===== src/rtl/tile_sched.sv =====
`default_nettype none
// ============================================================================
// Module   : tile_sched
// Brief    : Row-by-row tile scheduler. Issues one mover start per row,
//            generates per-row read/write base addresses with optional pad
//            rows at the top and bottom of a layer, and throttles row starts
//            against a credit pool of downstream tile buffers.
// Revision : 1.0 - initial release
// ============================================================================
module tile_sched #(
    parameter int ADDR_WIDTH = 8,
    parameter int NUM_BUF    = 2
) (
    input  logic                  clk,
    input  logic                  rst_n,
    input  logic                  clr,
    input  logic                  layer_start,
    input  logic [5:0]            num_rows,
    input  logic                  pad_top,
    input  logic                  pad_bot,
    input  logic [5:0]            row_len,
    input  logic [ADDR_WIDTH-1:0] base_addr_rd,
    input  logic [ADDR_WIDTH-1:0] base_addr_wr,
    input  logic [ADDR_WIDTH-1:0] row_stride_rd,
    input  logic [ADDR_WIDTH-1:0] row_stride_wr,
    input  logic [ADDR_WIDTH-1:0] stride_chan,
    input  logic [9:0]            chan_num,
    input  logic                  mv_done,
    input  logic                  buf_release,
    output logic                  mv_start,
    output logic                  mv_clr,
    output logic                  mv_pad_all,
    output logic [ADDR_WIDTH-1:0] mv_base_addr_rd,
    output logic [ADDR_WIDTH-1:0] mv_base_addr_wr,
    output logic [ADDR_WIDTH-1:0] mv_stride_chan,
    output logic [5:0]            mv_row_len,
    output logic [9:0]            mv_chan_num,
    output logic                  busy,
    output logic                  layer_done,
    output logic [6:0]            row_idx
);

    localparam int CW = $clog2(NUM_BUF + 1);
    localparam logic [CW-1:0] C_CREDIT_FULL = CW'(NUM_BUF);

    typedef enum logic [2:0] {
        S_IDLE  = 3'd0,
        S_CHECK = 3'd1,
        S_START = 3'd2,
        S_WAIT  = 3'd3,
        S_ADV   = 3'd4,
        S_DONE  = 3'd5
    } state_t;

    state_t                state_q;
    logic [CW-1:0]         credit_q;
    logic [CW-1:0]         credit_d;
    logic [6:0]            row_idx_q;
    logic [6:0]            total_q;
    logic [6:0]            total_d;
    logic                  pad_top_q;
    logic                  pad_bot_q;
    logic [ADDR_WIDTH-1:0] rd_addr_q;
    logic [ADDR_WIDTH-1:0] wr_addr_q;
    logic [ADDR_WIDTH-1:0] stride_rd_q;
    logic [ADDR_WIDTH-1:0] stride_wr_q;
    logic [ADDR_WIDTH-1:0] stride_chan_q;
    logic [5:0]            row_len_q;
    logic [9:0]            chan_num_q;
    logic                  mv_start_q;
    logic                  mv_pad_all_q;
    logic [ADDR_WIDTH-1:0] mv_base_addr_rd_q;
    logic [ADDR_WIDTH-1:0] mv_base_addr_wr_q;
    logic                  layer_done_q;
    logic                  pad_row_w;
    logic                  last_row_w;
    logic                  rel_ok_w;

    // Row count including the optional pad rows; at most 63+1+1 fits 7 bits.
    assign total_d    = 7'(num_rows) + 7'(pad_top) + 7'(pad_bot);
    assign last_row_w = (row_idx_q == 7'(total_q - 7'd1));
    assign pad_row_w  = ((row_idx_q == 7'd0) && pad_top_q) || (last_row_w && pad_bot_q);

    // A release is accepted below full credits, or at full credits when a
    // start consumes one in the same cycle (net count unchanged).
    assign rel_ok_w = buf_release && ((credit_q < C_CREDIT_FULL) || mv_start_q);

    // Credit next-state: start consumes, release returns, both together cancel.
    always_comb begin
        credit_d = credit_q;
        case ({mv_start_q, rel_ok_w})
            2'b10:   credit_d = credit_q - CW'(1);
            2'b01:   credit_d = credit_q + CW'(1);
            default: credit_d = credit_q;
        endcase
    end

    // Credit pool register; clear refills it just like reset.
    always_ff @(posedge clk or negedge rst_n) begin
        if (!rst_n) begin
            credit_q <= C_CREDIT_FULL;
        end else if (clr) begin
            credit_q <= C_CREDIT_FULL;
        end else begin
            credit_q <= credit_d;
        end
    end

    // Scheduler FSM with config latch, address walkers and registered outputs.
    always_ff @(posedge clk or negedge rst_n) begin
        if (!rst_n) begin
            state_q           <= S_IDLE;
            row_idx_q         <= '0;
            total_q           <= '0;
            pad_top_q         <= 1'b0;
            pad_bot_q         <= 1'b0;
            rd_addr_q         <= '0;
            wr_addr_q         <= '0;
            stride_rd_q       <= '0;
            stride_wr_q       <= '0;
            stride_chan_q     <= '0;
            row_len_q         <= '0;
            chan_num_q        <= '0;
            mv_start_q        <= 1'b0;
            mv_pad_all_q      <= 1'b0;
            mv_base_addr_rd_q <= '0;
            mv_base_addr_wr_q <= '0;
            layer_done_q      <= 1'b0;
        end else if (clr) begin
            state_q           <= S_IDLE;
            row_idx_q         <= '0;
            total_q           <= '0;
            pad_top_q         <= 1'b0;
            pad_bot_q         <= 1'b0;
            rd_addr_q         <= '0;
            wr_addr_q         <= '0;
            stride_rd_q       <= '0;
            stride_wr_q       <= '0;
            stride_chan_q     <= '0;
            row_len_q         <= '0;
            chan_num_q        <= '0;
            mv_start_q        <= 1'b0;
            mv_pad_all_q      <= 1'b0;
            mv_base_addr_rd_q <= '0;
            mv_base_addr_wr_q <= '0;
            layer_done_q      <= 1'b0;
        end else begin
            mv_start_q   <= 1'b0;
            layer_done_q <= 1'b0;
            case (state_q)
                S_IDLE: begin
                    if (layer_start) begin
                        total_q       <= total_d;
                        pad_top_q     <= pad_top;
                        pad_bot_q     <= pad_bot;
                        rd_addr_q     <= base_addr_rd;
                        wr_addr_q     <= base_addr_wr;
                        stride_rd_q   <= row_stride_rd;
                        stride_wr_q   <= row_stride_wr;
                        stride_chan_q <= stride_chan;
                        row_len_q     <= row_len;
                        chan_num_q    <= chan_num;
                        row_idx_q     <= '0;
                        state_q       <= (total_d == 7'd0) ? S_DONE : S_CHECK;
                    end
                end
                S_CHECK: begin
                    // Addresses and pad flag are captured here so they stay
                    // constant for the whole START/WAIT window of the row.
                    if (credit_q != '0) begin
                        mv_start_q        <= 1'b1;
                        mv_base_addr_rd_q <= rd_addr_q;
                        mv_base_addr_wr_q <= wr_addr_q;
                        mv_pad_all_q      <= pad_row_w;
                        state_q           <= S_START;
                    end
                end
                S_START: begin
                    state_q <= S_WAIT;
                end
                S_WAIT: begin
                    if (mv_done) begin
                        state_q <= S_ADV;
                    end
                end
                S_ADV: begin
                    // Write side always advances; read side skips pad rows
                    // because they consume no source data.
                    row_idx_q <= row_idx_q + 7'd1;
                    wr_addr_q <= wr_addr_q + stride_wr_q;
                    if (!pad_row_w) begin
                        rd_addr_q <= rd_addr_q + stride_rd_q;
                    end
                    state_q <= last_row_w ? S_DONE : S_CHECK;
                end
                S_DONE: begin
                    layer_done_q <= 1'b1;
                    state_q      <= S_IDLE;
                end
                default: begin
                    state_q <= S_IDLE;
                end
            endcase
        end
    end

    assign mv_start        = mv_start_q;
    assign mv_clr          = clr;
    assign mv_pad_all      = mv_pad_all_q;
    assign mv_base_addr_rd = mv_base_addr_rd_q;
    assign mv_base_addr_wr = mv_base_addr_wr_q;
    assign mv_stride_chan  = stride_chan_q;
    assign mv_row_len      = row_len_q;
    assign mv_chan_num     = chan_num_q;
    assign busy            = (state_q != S_IDLE);
    assign layer_done      = layer_done_q;
    assign row_idx         = row_idx_q;

endmodule
`default_nettype wire


===== config.mk =====
export PLATFORM = sky130hd
export DESIGN_NAME = tile_sched
export DESIGN_NICKNAME = d
export VERILOG_FILES = /design/src/rtl/tile_sched.sv
export SDC_FILE = /design/constraint.sdc
export NUM_CORES = 1
export LEC_CHECK = 0
export CORE_MARGIN = 3
export CORE_UTILIZATION = 55
export CTS_BUF_LIST = sky130_fd_sc_hd__clkbuf_4
export DETAILED_ROUTE_END_ITERATION = 7
export HOLD_SLACK_MARGIN = 0.12
export PLACE_DENSITY = 0.88
export SKIP_CTS_REPAIR_TIMING = 1
export SYNTH_ARGS = -nofsm -noshare
export SYNTH_HDL_FRONTEND = slang
export SYNTH_SLANG_ARGS = --single-unit

===== constraint.sdc =====
create_clock -name clk -period 6.6 [get_ports clk]
set_input_delay 1.32 -clock clk [delete_from_list [all_inputs] [get_ports clk]]
set_output_delay 1.32 -clock clk [all_outputs]
set_load 0.05 [all_outputs]

# == After elaboration in Yosys (flattened, before gate mapping) ==
# Index checks and enable logic that the tools add are counted.
# word_totals
output_inout_bits,52
regBits,96
word_cells,117
in_bits,70
# op_classes
n_eq_ne,12
add_sub_neg,8
order_cmp,1
mux,57
reduce_logical,21
# op_table
operator,n
two-way mux 8 bit,20
two-way mux 7 bit,5
case mux 8 bit (2 select lines),2
two-way mux 10 bit,3
two-way mux 3 bit,6
two-way mux 6 bit,3
adder 8 bit,2
case mux 3 bit (5 select lines),1
zero test 7 bit,2
two-way mux 1 bit,14
case mux 7 bit (2 select lines),1
!= test 3 bit (second input constant),4
nonzero test 2 bit,5
nonzero test 3 bit,3
adder 6 x 1 -> 7 bit,1
adder 7 x 1 -> 7 bit,1
adder 7 x 1 -> 7 bit (second input constant),1
equality test 7 bit,1
subtractor 7 x 1 -> 7 bit (second input constant),1
equality test 3 x 2 -> 1 bit (second input constant),2
equality test 3 bit (second input constant),2
AND reduction 2 bit,3
AND reduction 3 bit,2
case mux 2 bit (2 select lines),1
10 further kinds,13

# == Logic depth before layout (Yosys ltp) ==
# Gate-level depths: netlist of run 1.
# depth
word_depth,7
ltp_mapped,10
ltp_nobuf,10

# == Least setup slack after synthesis of run 1 ==
# Ideal clock, no wire load.
# synth_path
kind,input to register
start,in num_rows[0]
end,reg state_q[2]
path_slack_ns,3.663
path_buffers,0
path_stages,8
required_time_ns,6.489
arrival_time_ns,2.826
setup_ns,0.111
cell_sequence,fa_1 -> ha_1 -> nand3_1 -> xor2_1 -> nand2_1 -> nor2_1 -> nand3_1 -> a2111oi_2
# synth_between
elab_chain_cells,7
# synth_lines
item,line_no,text
"start, declared",18,"input logic [5:0] num_rows,"
adder 6 x 1 -> 7 bit,80,assign total_d = 7'(num_rows) + 7'(pad_top) + 7'(pad_bot);
adder 7 x 1 -> 7 bit,80,
zero test 7 bit,164,state_q <= (total_d == 7'd0) ? S_DONE : S_CHECK;
two-way mux 3 bit,164,
two-way mux 3 bit,152,if (layer_start) begin
case mux 3 bit (5 select lines),150,case (state_q)
two-way mux 3 bit,129,end else if (clr) begin
"end signal, assigned",164,
"end signal, assigned",194,state_q <= last_row_w ? S_DONE : S_CHECK;
"end, declared",55,state_t state_q;
# No other way between the ends. The select of a mux whose other input is x is not followed.
# A chain may end at the register's enable or synchronous reset.

# == Final worst setup path of run 1 ==
# layout_path
start,in clr
end,out mv_clr
# layout_rtl
item,line_no,text
"start, declared",16,"input logic clr,"
"end, declared",31,"output logic mv_clr,"
# No word-level cell between the ends.

==> qor.yml, run 1 <==
cts.clk_slew.worst_paths_ps: 140
final_cell_mix: "120 x clkdlybuf4s50_1, 95 x dfrtp_1, 66 x nand2_1"
ys_seq_elements: 96
outcome: "complete, no violations"
antenna_left: 0
finalHoldViolCount: 0
totalWireLength_um: 12300
syn_area_um2: 4870
slowest_delay_ps: 800
nets: 672
mostFrequentLayoutCell: "clkdlybuf4s50_1"
design_area_um2: 6240
cp_slowest_cell: "clkdlybuf4s50_1"
fin_skew_ps: 15.1
vdd.ir_drop.worst_mv: 0.193
vias: 4140
rsz0062_at_grt: "false"
placed_area_um2: 6100
arrival_ps: 2590
synth_nets: 563
area_growth_pct: 28.2
wl_per_cell_um: 17.9
placedCellCount: 675
grt_util_all_layers_pct: 25.4
crit_family: "buffers and inverters"
diodes: 0
start_kind: "primary input"
powerDensity_nw_per_um2: 300
cts_buffers: 9
chipWidth_um: 100
finalSetupViolCount: 0
path_cells: "clkdlybuf4s50_1 -> clkdlybuf4s50_1"
cp_max_fo: 2
drt_pre_antenna_iters: 5
std_cell_rows: 33
grt_pass1_vias: 4184
worst_path_most_repeated_cell: "clkdlybuf4s50_1"
start_util_pct: 57.8
gp_congestion: 0.827
drive_above_1_share_pct: 5.80
routed_via_density: 5.99
yosysWarnings: 0
htree_levels: 3
cts_buffer_depth: 2
async_reset_ff_share_pct: 100
synthFlopType: "dfrtp_1"
cap_violations: 0
ys_seq_area_share_pct: 49.4
drtIter0Drc: 242
cp-end-kind: "output port"
fmax_ghz: 0.256
io_buffers: 121
slew-limit-headroom_pct: 29.3
leakagePower_nw: 2.73
drc: 0
slew_violations: 0
die_h_um: 100
worst_pin_slew_ps: 1050
reg2reg_setup_slack_ps: 4120
fin_tns_setup_ps: 0
avgSynthCellArea_um2: 10.3
clock_sinks: 96
core_um2: 8420
grt_first_pass_wirelength_um: 20300
crit_required_ps: 5280
antenna_found_initial: 0
critical_path_class: "primary input to output port"
grt.overflow.total: 0
die-area_um2: 10000
period_needed_ps: 3910
finalCritPeriodShare_pct: 59.3
dpl.hpwl_um: 9150
cts_tree: "yes"
timing.critical_path.buf_inv: 2
yosysUniqueCellTypes: 57
final_cells: 691
synth_edf_count: 0
ios: 122
grt_max_degree: 72
min_path_type: "register to register"
cts_root_buf: "clkbuf_4"
synth_cells: 472
clk_latency_ps: 440
[metal layers]
| metal | share of wire (%) | vias to the layer above | track usage [%] |
|---|---|---|---|
| met3 | 7.9 | 25 | 5.21 |
| met5 | 0 | - | 0 |
| li1 | - | 1922 | - |
| met1 | 42 | 2001 | 34.9 |
| met2 | 48 | 192 | 40.5 |
| met4 | 1.8 | 0 | 8.70 |
[sequential cells by signal (all words and copies together) (netlist names), 6 cells and up]
signal           cells
mv_stride_chan       8
mv_base_addr_rd      8
mv_chan_num         10
mv_base_addr_wr      8
mv_row_len           6
total_q              7
row_idx              7
stride_rd_q          8
stride_wr_q          8
wr_addr_q            8
rd_addr_q            8
[area by class of cell]
class	instances	area, um2
clock buffers	9	67.6
fillers	593	2180
inverters	15	56.3
well taps	105	131
clock inverters	7	72.6
repair buffers	125	1240
multi-input cells	334	2270
flip-flops and latches	96	2400
[report_power, final]
group	leakage, nW	switching, mW	internal (mW)	total [mW]
clock network	0.0719	0.199	0.116	0.314
registers	1.30	0.101	0.686	0.787
logic	1.36	0.478	0.294	0.773
[metrics by stage]
step / setup slack (ps) / hold WS [ps] / utilization (%) / power, mW
2_1_floorplan: 3660 / 469 / - / 1.32
3_3_place_gp: 2680 / 488 / 72.4 / 1.53
3_5_place_dp: 2680 / 491 / 72.4 / 1.57
4_1_cts: 2680 / 528 / 74.1 / 1.88
5_1_grt: 2650 / 537 / 74.1 / 1.97
6_report: 2690 / 524 / 74.1 / 1.87
[kinds of logic after synthesis]
| logic type | synth area share (%) |
|---|---|
| and+or+nand+nor | 14.7 |
| muxes | 0.411 |
| adders and majority gates | 5.86 |
| xor gates and xnor gates | 4.50 |
| buffers and inverters | 4.34 |
| AOI/OAI and AO/OA | 20.8 |
| DFF | 49.4 |
[path summary, 6_finish.rpt]
check                               startpoint        endpoint  cells past startpoint
worst max-delay path                       clr          mv_clr                      2
worst min-delay path            mv_chan_num[6]  mv_chan_num[6]                      1
worst max register to register      state_q[1]    wr_addr_q[7]                      6
worst min register to register  mv_chan_num[6]  mv_chan_num[6]                      1
max in group asynchronous                rst_n  stride_rd_q[7]                      2
min in group asynchronous                rst_n     credit_q[0]                      1
[cells in the mapped netlist (all sizes together), types with 3 or more instances]
cell type / instances / area, um2
dfrtp: 95 / 2380
nand2: 68 / 265
a22o: 52 / 457
a21oi: 32 / 160
o21ai: 27 / 139
nor2: 26 / 100
ha: 18 / 225
xor2: 18 / 158
inv: 15 / 56.3
buf: 14 / 106
clkbuf: 13 / 48.8
nand3: 13 / 65.1
nor3: 8 / 50.1
xnor2: 7 / 61.3
nor2b: 6 / 37.5
o31ai: 6 / 45.0
nand2b: 4 / 25.0
a32oi: 3 / 26.3
and3: 3 / 18.8
fa: 3 / 60.1
nor4: 3 / 18.8
o41ai: 3 / 26.3
or3: 3 / 18.8
(Power assumes the default switching activity.)
==> inputs of run 2 (changes only) <==
--- a/config.mk
+++ b/config.mk
@@ -6,11 +6,11 @@
 export NUM_CORES = 1
 export LEC_CHECK = 0
 export CORE_MARGIN = 3
-export CORE_UTILIZATION = 55
+export CORE_UTILIZATION = 46
 export CTS_BUF_LIST = sky130_fd_sc_hd__clkbuf_4
 export DETAILED_ROUTE_END_ITERATION = 7
 export HOLD_SLACK_MARGIN = 0.12
-export PLACE_DENSITY = 0.88
+export PLACE_DENSITY = 0.79
 export SKIP_CTS_REPAIR_TIMING = 1
 export SYNTH_ARGS = -nofsm -noshare
 export SYNTH_HDL_FRONTEND = slang
==> constraint.sdc (replaced) <==
create_clock -name clk -period 3.5 [get_ports clk]
set_input_delay 0.7 -clock clk [delete_from_list [all_inputs] [get_ports clk]]
set_output_delay 0.7 -clock clk [all_outputs]
set_load 0.05 [all_outputs]
==> run 2 against run 1 <==
- clock power up 96%
- critical path depth increased by 1
- largest cell class unchanged
- non-clock buffer count increased by 3
- flip-flop and latch count unchanged
- register-to-register slack worse by 3100 ps
- utilization shrank 11 points
- highest routed layer unchanged
- sequential share of layout area fell by 0.52 points
- routed wire length decreased by 2.8%
- largest power group unchanged
- clock-buffer cell count up 3
- worst hold slack got worse by 280 ps
- setup slack worse by 2300 ps
==> qor.yml, run 2 (synthesized netlist as in run 1, its figures left out) <==
largest_reg_flops: 10  # unchanged
finalCritPeriodShare_pct: 88.2
grt.overflow.total: 0  # unchanged
grt_util_all_layers_pct: 21.2  # was 25.4%
rsz0062_at_grt: "false"  # unchanged
min_path_type: "primary input to async pin"  # was register to register
timing.critical_path.buf_inv: 2  # unchanged
reg2reg_from: "rd_addr_q[0]"  # was state_q[1]
clk_latency_ps: 440  # about the same
clock_sinks: 96  # unchanged
drtIter0Drc: 221  # was 242
vdd.ir_drop.worst_mv: 0.438  # was 0.193 mV
cts_tree: "yes"  # unchanged
cp_max_fo: 11  # was 2
grt_max_degree: 48  # was 72
cts.clk_slew.worst_paths_ps: 150  # was 140 ps
endpoint: "busy"  # was mv_clr
wl_per_cell_um: 16.6  # was 17.9 um
reg2reg_setup_slack_ps: 1050  # was 4120 ps
cts_root_buf: "clkbuf_4"  # unchanged
cap_violations: 0  # unchanged
drt_pre_antenna_iters: 4  # was 5
worst_pin_slew_ps: 999  # was 1050 ps
grt_pass1_vias: 4091  # was 4184
powerDensity_nw_per_um2: 562  # was 300 nW/um2
crit_start: "state_q[1]"  # was clr
total_power_mw: 3.56  # was 1.87 mW
final_cell_mix: "119 x clkdlybuf4s50_1, 95 x dfrtp_1, 66 x nand2_1"  # was 120 x clkdlybuf4s50_1, 95 x dfrtp_1, 66 x nand2_1
slowest_delay_ps: 760  # was 800 ps
slew_violations: 0  # unchanged
vias: 3992  # was 4140
grt_first_pass_wirelength_um: 19900  # was 20300 um
drc: 0  # unchanged
rr_worst_depth: 10  # was 6
cp.depth: 3  # was 2
routed_via_density: 5.53  # was 5.99
gp_congestion: 0.867  # was 0.827
finalSetupViolCount: 0  # unchanged
diodes: 0  # unchanged
critical_path_class: "register to output port"  # was primary input to output port
crit_family: "buffers and inverters"  # unchanged
path_cells: "nor3_1 -> inv_1 -> clkdlybuf4s50_1"  # was clkdlybuf4s50_1 -> clkdlybuf4s50_1
cts_buffer_depth: 2  # unchanged
chipWidth_um: 109  # was 100 um
fmax_ghz: 0.324
start_util_pct: 48.5  # was 57.8%
nets: 675  # was 672
htree_levels: 3  # unchanged
crit_required_ps: 2800  # was 5280 ps
dpl.hpwl_um: 8880  # was 9150 um
cts_buffers: 9  # unchanged
ios: 122  # unchanged
die_h_um: 109  # was 100 um
mostFrequentLayoutCell: "clkdlybuf4s50_1"  # unchanged
std_cell_rows: 36  # was 33
totalWireLength_um: 12000  # was 12300 um
crit-reg2reg-capture: "rd_addr_q[6]"  # was wr_addr_q[7]
fin_tns_setup_ps: 0  # unchanged
io_buffers: 121  # unchanged
area_growth_pct: 29.9  # was 28.2%
die-area_um2: 11900  # was 10000 um2
core_um2: 10000  # was 8420 um2
arrival_ps: 2390  # was 2590 ps
antenna_found_initial: 0  # unchanged
slew-limit-headroom_pct: 33.0  # was 29.3%
outcome: "complete, no violations"  # unchanged
cp_slowest_cell: "clkdlybuf4s50_1"  # unchanged
cp-end-kind: "output port"  # unchanged
fin_skew_ps: 21.2  # was 15.1 ps
leakagePower_nw: 2.76  # was 2.73 nW
start_kind: "register"  # was primary input
period_needed_ps: 3090
antenna_left: 0  # unchanged
drive_above_1_share_pct: 6.45  # was 5.80%
finalHoldViolCount: 0  # unchanged
[run 2: cell types whose count changed in the layout (fill, tap and decap cells not counted)]
cell,change
clkbuf_4,+3
clkinv_2,-2
clkinv_4,-1
buf_12,+2
inv_6,+1
clkdlybuf4s50_1,-1
buf_4,+2
clkinvlp_4,-1
[run 2: worst register-to-register path, stage by stage (launching register included)]
cell      delay, ps
dfrtp_1         410
ha_1            200
inv_1            60
fa_1            380
nor2b_1         190
o21ai_0         100
nand2b_1        110
a21oi_1         100
or4b_1          510
a31o_2          220
o21ai_2         100
[run 2: metal layers]
metal  vias to the layer above  global-route usage, %  share of wire, %
met5                         -                      0                 0
met4                         0                   5.86              0.90
met3                         9                   5.39               7.7
met2                       144                   34.2                47
met1                      1912                   28.4                45
li1                       1927                      -                 -
[run 2: layout make-up]
type                       count  area [um2]
sequential                    96        2400
inverter                      15        56.3
tap                          133         166
timing repair buffer         128        1280
multi-input combinational    334        2270
clock buffer                  12        90.1
fill                         806        3720
clock inverter                 4        55.1
[run 2: report_power, final]
| part | switching [mW] | internal (mW) |
|---|---|---|
| logic | 0.886 | 0.569 |
| clock network | 0.368 | 0.247 |
| registers | 0.194 | 1.29 |
[run 2: metrics by stage]
| step | hold slack [ps] | instances | setup slack (ps) | area (um2) | utilization (%) |
|---|---|---|---|---|---|
| global placement | 489 | 706 | 657 | 6180 | 61.5 |
| detailed placement | 492 | 706 | 562 | 6180 | 61.5 |
| global route | 262 | 722 | 262 | 6330 | 63.0 |
| finish | 249 | 722 | 411 | 6330 | 63.0 |
| floorplan | 404 | 472 | 1180 | 4870 | - |
| CTS | 246 | 722 | 364 | 6330 | 63.0 |
[run 2: worst min path at each step]
stage              startpoint                  to  slack, ps
3_5_place_dp    mv_row_len[2]       mv_row_len[2]        490
5_1_grt                 rst_n  mv_base_addr_rd[2]        260
6_report                rst_n  mv_base_addr_rd[1]        250
4_1_cts                 rst_n          row_idx[0]        250
2_1_floorplan           rst_n         credit_q[0]        400
3_3_place_gp   mv_chan_num[6]      mv_chan_num[6]        490
==> edit: new RTL, config.mk and constraints of run 2 <==
Add an input register stage for `row_stride_rd`; this delays it by one clock. The other inputs are not delayed to match.
--- a/src/rtl/tile_sched.sv
+++ b/src/rtl/tile_sched.sv
@@ -53,2 +53,8 @@
     } state_t;
+
+    logic [ADDR_WIDTH-1:0] row_stride_rd_q;
+
+    always_ff @(posedge clk) begin
+        row_stride_rd_q <= row_stride_rd;
+    end
 
@@ -157,3 +163,3 @@
                         wr_addr_q     <= base_addr_wr;
-                        stride_rd_q   <= row_stride_rd;
+                        stride_rd_q   <= row_stride_rd_q;
                         stride_wr_q   <= row_stride_wr;
Function: changed (Yosys sat finds a counterexample within 10 cycles, from zero or initial values and one cycle with rst_n low).
==> edit against run 2 <==
- maximum frequency rose by 4.4%
- final area increased by 3.5%
- sequential cell count grew 8
- global-route usage is 1.8 points lower
- via count rose by 4.9%
- wire length down 1.8%
- area after synthesis grew 4.2%
- first-iteration DRC count fell by 15%
- worst setup slack improved by 0.13 ns
- register-to-register slack got worse by 0.07 ns
- core utilization shrank 0.65 points
- total power fell by 24%
- largest power group unchanged
==> edit: results <==
metrics = {
    "clocking": {
        "cts_buffers": 9,
        "path_clk_slew_ns": 0.18,
        "cts-htree-levels": 3,
        "clk_latency_ns": 0.46,
        "clockBufferDepth": 2,
        "clock-root-buffer": "clkbuf_4",
    },
    "layout": {
        "drive_above_1_share_pct": 6.67,
        "nets": 701,
        "largest_reg_flops": 10,
        "n_fill_cell": 855,
        "final_cells": 752,
        "final_util_pct": 62.3,
    },
    "global_route": {
        "grt_pass1_vias": 4088,
        "grt_max_degree": 47,
        "grt_pass1_wl_mm": 19.9,
        "antenna_found_initial": 1,
        "globalRouteTotalUtil_pct": 19.4,
    },
    "routing": {
        "vias": 4186,
        "drtIter0Drc": 187,
        "post_drt_wl_per_cell_um": 15.7,
        "drtPass1Iterations": 6,
    },
    "placed_design": {
        "dp_slack_ns": 0.630,
        "dp_hpwl_mm": 9.05,
        "io_buffers": 121,
        "place.gp.congestion": 0.838,
        "dpl-instance-area_um2": 6420,
        "dp.cells": 735,
    },
    "synth": {
        "seq_area_frac_synth_pct": 50.5,
        "netlist_top_cells_area": "dfrtp_1 (47%), a22o_1 (7.9%), nand2_1 (4.9%)",
        "mappedNetlistNets": 590,
        "synthAdderAreaFrac_pct": 5.62,
        "netlist_top_cells_count": "dfrtp_1 (95), nand2_1 (66), a22o_1 (46), a21oi_1 (37)",
        "yosys.area_share.xor_xnor_pct": 3.77,
        "muxShareOfSynthArea_pct": 1.41,
        "syn_avg_cell_area_um2": 10.2,
        "ys_types": 61,
        "synth_warnings": 0,
        "synthArstFlopShare_pct": 92.3,
        "synth_compound_area_share_pct": 19.5,
    },
    "critical_path": {
        "critPathMaxFanout": 12,
        "r2r_slack_ns": 0.98,
        "rr_worst_depth": 10,
        "arrival_ns": 2.26,
        "worstReg2RegEnd": "rd_addr_q[6]$_DFFE_PN0P_",
        "reg2reg_from": "rd_addr_q[0]$_DFFE_PN0P_",
    },
    "timing": {
        "hold_viol": 0,
        "fin_crit_sh_pct": 84.5,
        "fin_hold_ws_ns": 0.216,
        "skew_ns": 0.0219,
        "worst_pin_slew_ns": 0.893,
    },
    "min_path": {
        "min_path_type": "in -> async",
    },
    "status": {
        "outcome": "finished, final reports clean",
    },
    "pwr": {
        "p_leak_nw": 2.85,
        "ir_worst_vdd_uv": 220,
    },
}
-- edit: cell types whose count changed after synthesis, moves of 4 or more --
cell / delta
xor2_1: -10
dfxtp_1: +8
a21oi_1: +5
a22o_1: -5
o21ai_1: +5
o31ai_1: -5
xnor2_1: +5
mux2_4: +4
-- edit: worst max-delay path, cell delays in order (launching register included) --
cell	delay, ns
dfrtp_1	0.57
or3_1	0.51
clkdlybuf4s50_1	0.73
-- edit: report_power, final --
group          switching, mW  leakage (nW)  internal (mW)
clock                  0.416        0.0690          0.160
sequential            0.0885          1.36           1.30
combinational          0.431          1.42          0.315
total                  0.936          2.85           1.77
-- edit: worst max path at each step --
stage | start | to | slack (ns) | cells after the start
after detailed placement | clr | rd_addr_q[0]$_DFFE_PN0P_ | 0.63 | 5
final | state_q[1]$_DFFE_PN0P_ | busy | 0.54 | 2
after floorplan | row_idx[6]$_DFFE_PN0P_ | rd_addr_q[2]$_DFFE_PN0P_ | 1.26 | 8
after CTS | state_q[1]$_DFFE_PN0P_ | busy | 0.53 | 2
after global placement | clr | rd_addr_q[0]$_DFFE_PN0P_ | 0.67 | 5
after global routing | state_q[1]$_DFFE_PN0P_ | busy | 0.46 | 2
-- edit: metal layers --
layer	track usage [%]	part of all wire, %
met1	26.3	45
met2	31.2	47
met3	4.26	7.4
met4	5.92	1.4
met5	0	0
-- edit: layout make-up --
cell class / instances / area share [%]
Multi-Input combinational cell: 349 / 35.6
Clock buffer: 9 / 1.03
Timing Repair Buffer: 128 / 19.6
Tap cell: 136 / 2.60
Antenna cell: 1 / 0.0382
Clock inverter: 7 / 0.955
Inverter: 18 / 1.03
Sequential cell: 104 / 39.1
